`src/rtl/code_angle_sync.sv`:
```
// Code-disk edge synchroniser: filters the opto-switch input, measures each code
// interval, finds the zero tooth, and sequences a locked per-code angle index.
module code_angle_sync #(
  parameter int unsigned TOOTH_NUM      = 100,
  parameter int unsigned FILT_CNT       = 8,
  parameter int unsigned TIMEOUT_CLKCNT = 100000,
  parameter int unsigned LOCK_REV_NUM   = 2
) (
  input  logic        i_clk,
  input  logic        i_rst_n,
  input  logic        i_en,
  input  logic        i_opto_switch,
  output logic        o_code_valid,
  output logic [15:0] o_code_idx,
  output logic [31:0] o_code_period,
  output logic        o_zero_pulse,
  output logic        o_locked,
  output logic        o_err_stall,
  output logic        o_err_slip
);

  localparam int unsigned NORM_NUM = (TOOTH_NUM - 2) * 2;
  localparam int unsigned EDGE_NUM = NORM_NUM + 2;
  localparam int unsigned FCW      = (FILT_CNT > 1) ? $clog2(FILT_CNT) : 1;
  localparam int unsigned RW       = (LOCK_REV_NUM > 1) ? $clog2(LOCK_REV_NUM) : 1;

  typedef enum logic [1:0] {IDLE, SEARCH, VERIFY, LOCKED} state_t;

  state_t          state;
  logic [1:0]      sync_q;
  logic            filt_lvl;
  logic            filt_lvl_d;
  logic [FCW-1:0]  filt_cnt;
  logic [31:0]     period_cnt;
  logic [31:0]     cur;
  logic [31:0]     prev;
  logic            edge_d;
  logic            stall_armed;
  logic [15:0]     idx;
  logic [RW-1:0]   rev_cnt;

  logic            acc;
  logic            stall_hit;
  logic            zero_det;
  logic [15:0]     idx_inc;
  logic            at_norm;
  logic            check;
  logic            slip;
  logic            lock_now;
  logic            emit;

  // Two-flop synchroniser followed by a stability filter; runs in every state.
  always_ff @(posedge i_clk or negedge i_rst_n) begin
    if (!i_rst_n) begin
      sync_q     <= 2'b00;
      filt_lvl   <= 1'b0;
      filt_lvl_d <= 1'b0;
      filt_cnt   <= '0;
    end else begin
      sync_q     <= {sync_q[0], i_opto_switch};
      filt_lvl_d <= filt_lvl;
      if (sync_q[1] == filt_lvl) begin
        filt_cnt <= '0;
      end else if (filt_cnt == FCW'(FILT_CNT - 1)) begin
        filt_lvl <= sync_q[1];
        filt_cnt <= '0;
      end else begin
        filt_cnt <= filt_cnt + FCW'(1);
      end
    end
  end

  assign acc       = (filt_lvl ^ filt_lvl_d) && (state != IDLE);
  assign stall_hit = stall_armed && !acc && (period_cnt >= 32'(TIMEOUT_CLKCNT));

  // Interval measurement: cur/prev are the last two completed code periods.
  always_ff @(posedge i_clk or negedge i_rst_n) begin
    if (!i_rst_n) begin
      period_cnt  <= '0;
      cur         <= '0;
      prev        <= '0;
      edge_d      <= 1'b0;
      stall_armed <= 1'b1;
    end else if (state == IDLE) begin
      period_cnt  <= '0;
      cur         <= '0;
      prev        <= '0;
      edge_d      <= 1'b0;
      stall_armed <= 1'b1;
    end else begin
      edge_d <= acc;
      if (acc) begin
        cur         <= period_cnt;
        prev        <= cur;
        period_cnt  <= 32'd1;
        stall_armed <= 1'b1;
      end else begin
        if (period_cnt != '1) period_cnt <= period_cnt + 32'd1;
        if (stall_hit) stall_armed <= 1'b0;
      end
    end
  end

  // Only the first long interval exceeds 1.5x its predecessor.
  assign zero_det = edge_d && (prev != '0) &&
                    (({2'b00, cur} << 1) > (34'(prev) * 34'd3));
  assign idx_inc  = (idx == 16'(EDGE_NUM - 1)) ? 16'd0 : idx + 16'd1;
  assign at_norm  = (idx_inc == 16'(NORM_NUM));
  assign check    = edge_d && ((state == VERIFY) || (state == LOCKED));
  assign slip     = check && (zero_det != at_norm);
  assign lock_now = check && (state == VERIFY) && zero_det && at_norm &&
                    (rev_cnt == RW'(LOCK_REV_NUM - 1));
  assign emit     = (check && (state == LOCKED) && !slip) || lock_now;

  always_ff @(posedge i_clk or negedge i_rst_n) begin
    if (!i_rst_n) begin
      state         <= IDLE;
      idx           <= '0;
      rev_cnt       <= '0;
      o_code_valid  <= 1'b0;
      o_code_idx    <= '0;
      o_code_period <= '0;
      o_zero_pulse  <= 1'b0;
      o_locked      <= 1'b0;
      o_err_stall   <= 1'b0;
      o_err_slip    <= 1'b0;
    end else begin
      o_code_valid <= 1'b0;
      o_zero_pulse <= 1'b0;
      o_err_stall  <= 1'b0;
      o_err_slip   <= 1'b0;
      if (!i_en) begin
        state    <= IDLE;
        idx      <= '0;
        rev_cnt  <= '0;
        o_locked <= 1'b0;
      end else begin
        case (state)
          IDLE: state <= SEARCH;
          SEARCH: begin
            if (stall_hit) begin
              o_err_stall <= 1'b1;
            end else if (edge_d) begin
              if (zero_det) begin
                idx     <= 16'(NORM_NUM);
                rev_cnt <= '0;
                state   <= VERIFY;
              end else begin
                idx <= idx_inc;
              end
            end
          end
          default: begin
            if (stall_hit) begin
              o_err_stall <= 1'b1;
              o_locked    <= 1'b0;
              rev_cnt     <= '0;
              state       <= SEARCH;
            end else if (edge_d) begin
              idx <= idx_inc;
              if (slip) begin
                o_err_slip <= 1'b1;
                o_locked   <= 1'b0;
                rev_cnt    <= '0;
                state      <= SEARCH;
              end else if (lock_now) begin
                o_locked <= 1'b1;
                state    <= LOCKED;
              end else if ((state == VERIFY) && zero_det) begin
                rev_cnt <= rev_cnt + RW'(1);
              end
            end
          end
        endcase
        if (emit) begin
          o_code_valid  <= 1'b1;
          o_code_idx    <= idx_inc;
          o_code_period <= cur;
          o_zero_pulse  <= at_norm;
        end
      end
    end
  end

endmodule
```
`config.mk`:
```
export PLATFORM = sky130hd
export DESIGN_NAME = code_angle_sync
export DESIGN_NICKNAME = d
export VERILOG_FILES = /design/src/rtl/code_angle_sync.sv
export SDC_FILE = /design/constraint.sdc
export NUM_CORES = 1
export LEC_CHECK = 0
export ABC_CLOCK_PERIOD_IN_PS = 6700
export CORE_MARGIN = 2
export CORE_UTILIZATION = 40
export CTS_BUF_LIST = sky130_fd_sc_hd__clkbuf_4 sky130_fd_sc_hd__clkbuf_8
export DETAILED_ROUTE_END_ITERATION = 12
export GPL_TIMING_DRIVEN = 0
export SLEW_MARGIN = 40
export SYNTH_ARGS = -nofsm -noshare
export SYNTH_HDL_FRONTEND = slang
export SYNTH_SLANG_ARGS = --single-unit
export TNS_END_PERCENT = 30
```
`constraint.sdc`:
```
create_clock -name i_clk -period 6.7 [get_ports i_clk]
set_input_delay 0.67 -clock i_clk [delete_from_list [all_inputs] [get_ports i_clk]]
set_output_delay 0.67 -clock i_clk [all_outputs]
set_load 0.005 [all_outputs]
```
==> run summary <==
Post-synth EDFFs -> 0
Crit path max-delay cell type -> dfrtp_2
Yosys warns -> 0
Peak supply drop -> 126 µV
Design Area, Final -> 12100 µm²
Final layout net count -> 1307
Initial DRC Count -> 562
H-tree depth -> 4
Largest fanout on the critical path -> 10
Hold Worst Slack -> 0.106 ns
R2r endpoint -> o_code_period[3]
Crit path capture type -> flop
Final setup vio count -> 0
Clock Sinks -> 177
# diodes -> 0
Slew at the pin with the worst max-slew slack -> 0.827 ns
Row count -> 59
Clk Tree Root Cell -> clkbuf_8
# IOs -> 57
Worst path buffer plus inverter count -> 3
Routed vias/inst -> 5.44
Syn Nets -> 1227
FF-to-FF setup slack -> 0.30 ns
# fillers -> 2556
Pwr dens -> 195 nW/µm²
First-pass DRT Iterations -> 5
Internal power -> 1.54 mW
Leak -> 5.53 nW
Largest net degree at the start of global routing -> 69
Total gr overflow -> 0
Sequential area share after synthesis -> 41.8%
Clock slew at reported path FFs -> 0.10 ns
Clock latency on the worst-skew pair -> 0.48 ns
Initial core utilization -> 40.7%
Synthesis-stage register bit count -> 177
Power share of the combinational group -> 19.1%
TritonCTS Buffers -> 17
Most common cell after layout, fill and taps aside -> dfrtp_1
Sw frac -> 35.1%
Worst endpoint data arrival time -> 6.76 ns
Core Region -> 26100 µm²
Die span in x -> 167 µm
Crit path max-delay family -> compound AO/OA/AOI/OAI gates
Area delta synth->final -> 14.7%
Most frequent cells in the layout -> dfrtp_1 (175), nand2_1 (172), a21oi_1 (110)
IO buf count -> 56
Post-Route WL -> 26.8 mm
Via count -> 8512
Share of flip-flops with an asynchronous set or reset -> 100%
Clock buffer depth -> 2
Worst reg2reg path startpoint -> prev[1]
Max_slew headroom -> 44.3%
Hold Vio Cnt, Final -> 0
Max incr delay on CP -> 0.46 ns
Post-DP Area -> 11700 µm²
Syn_area_per_cell -> 9.33 µm²
Main synth FF type -> dfrtp_1
DRC violations left -> 0
Die ar. -> 27800 µm²
Highest Clock Rate -> 0.156 GHz
Fin crit period -> 6.40 ns
CTS tree -> built
All-Layer GR Usage -> 19.8%
Share of layout cells above drive strength 1 -> 5.70%
Number of global-route vias before repair -> 8288
Count of final max-slew check failures -> 0
First-pass GRT wire length -> 44.2 mm
# Max-Cap Violations -> 0
HPWL Detailed -> 20.1 mm
Kind of start point of the critical path -> flop
Sequential share of power -> 47.5%
Worst EP required -> 7.06 ns
Wire length per cell -> 17.1 µm
Final period util -> 95.5%
Clk_skew -> 0.0135 ns
Post-Syn Instances -> 1136
HP Class -> in2async
Mapped Area -> 10600 µm²
Post-CTS Hold Fix Bufs -> 0
R2R depth -> 24
WS Path Type -> reg2reg
Global placement routability congestion -> 0.911
NetSw -> 0.831 mW
CP Cell Sequence -> ha_1 > fa_1 > a21oi_1 > o21ai_1 > a21oi_2 > a211oi_1 > or3_1 > o31a_1 > a41o_1 > o41ai_2 > xor2_1 > ha_1 > a21oi_1 > nor2b_1 > a2111oi_4 > o31ai_2 > or3_4 > and3_1 > buf_2 > or3_1 > a211oi_4 > buf_4 > buf_6 > mux2_1
Proportion of power drawn by the clock network -> 33.4%
Pwr Total -> 2.37 mW
Status -> finished, final reports clean
Yosys cell types -> 63
DIE HEIGHT -> 167 µm
Post-route ant nets -> 0
Initial antenna violation count -> 0
Unrepaired setup endpoints after global routing -> false
==> through the flow <==
stage	instances	worst slack [ns]	TNS [ns]	utilization [%]
6_report	1564	0.300	0	46.6
5_1_grt	1564	0.0465	0	46.6
4_1_cts	1564	0.0522	0	46.5
3_5_place_dp	1529	-0.178	-6.07	44.8
3_3_place_gp	1527	-2.67	-472.71	44.4
2_1_floorplan	1136	0.924	0	-
==> cells in the mapped netlist (9+ instances only) <==
| cell type | n | share of area (%) |
|---|---|---|
| and4_1 | 10 | 0.83 |
| ha_1 | 86 | 10 |
| mux2_1 | 48 | 5.1 |
| nor3_1 | 20 | 0.94 |
| clkbuf_1 | 34 | 1.2 |
| a31oi_1 | 10 | 0.59 |
| nand3_1 | 34 | 1.6 |
| nor4_1 | 10 | 0.59 |
| nor2_1 | 68 | 2.4 |
| nand4_1 | 27 | 1.6 |
| o21ai_0 | 35 | 1.7 |
| a21o_1 | 23 | 1.6 |
| and3_1 | 21 | 1.2 |
| nand2_1 | 172 | 6.1 |
| a21oi_1 | 111 | 5.2 |
| xor2_1 | 41 | 3.4 |
| and2_1 | 9 | 0.53 |
| xnor2_1 | 36 | 3.0 |
| dfrtp_1 | 176 | 42 |
| inv_1 | 51 | 1.8 |
| a211oi_1 | 9 | 0.64 |
==> sequential cells by signal, indices dropped and copies added (netlist names), 2 cells and up <==
name and count:
cur 32, filt_cnt 3, idx 16, o_code_idx 16, o_code_period 32, period_cnt 32
prev 32, state 2, sync_q 2
==> power groups by stage <==
stage | registers (mW) | logic (mW) | clock network [mW]
floorplan | 1.14 | 0.275 | 0
global placement | 1.14 | 0.453 | 0
detailed placement | 1.15 | 0.461 | 0
CTS | 1.12 | 0.461 | 0.811
global route | 1.13 | 0.506 | 0.853
finish | 1.12 | 0.453 | 0.791
==> worst max-delay path by stage <==
stage | start | endpoint | cells after the start
2_1_floorplan | prev[4] | o_code_idx[14] | 23
4_1_cts | prev[1] | o_code_period[3] | 24
3_3_place_gp | i_rst_n | idx[10] | 1
3_5_place_dp | prev[4] | o_code_period[16] | 23
5_1_grt | prev[1] | o_code_period[3] | 24
6_report | prev[1] | o_code_period[3] | 24
==> cells by family (layout without fill, tap and decap cells) <==
group / Yosys count / count (layout) / share of synthesized area, %
compound gates: 242 / 242 / 14.1
xor+xnor: 77 / 77 / 6.37
flops: 177 / 177 / 41.8
simple gates: 407 / 407 / 18.4
buf+inv: 97 / 190 / 3.83
fa+ha+maj: 87 / 87 / 10.3
mux: 49 / 49 / 5.21
==> what timing repair did <==
item,4_1_cts,5_1_grt
setup buffers,3,0
pin swaps,1,1
endpoints found under the hold margin,0,0
setup endpoints to repair,49,61
resized for setup,1,9
==> layout make-up <==
class	count	area, µm²	share of cell area, %
Sequential cell	177	4430	36.5
Buffer	46	214	1.76
Clock buffer	18	248	2.04
Inverter	51	191	1.58
Clock inverter	14	169	1.39
Timing Repair Buffer	61	643	5.29
Multi-Input combinational cell	862	5830	48.0
Tap cell	335	419	3.45
==> routing by layer <==
| metal | vias to the layer above | share of wire [%] | GRT usage [%] |
|---|---|---|---|
| li1 | 4159 | - | - |
| met1 | 4159 | 49 | 29.0 |
| met2 | 160 | 45 | 29.9 |
| met3 | 34 | 3.8 | 3.23 |
| met4 | 0 | 2.1 | 6.26 |
| met5 | - | 0 | 0 |
Power figures use the tool's default switching activity.
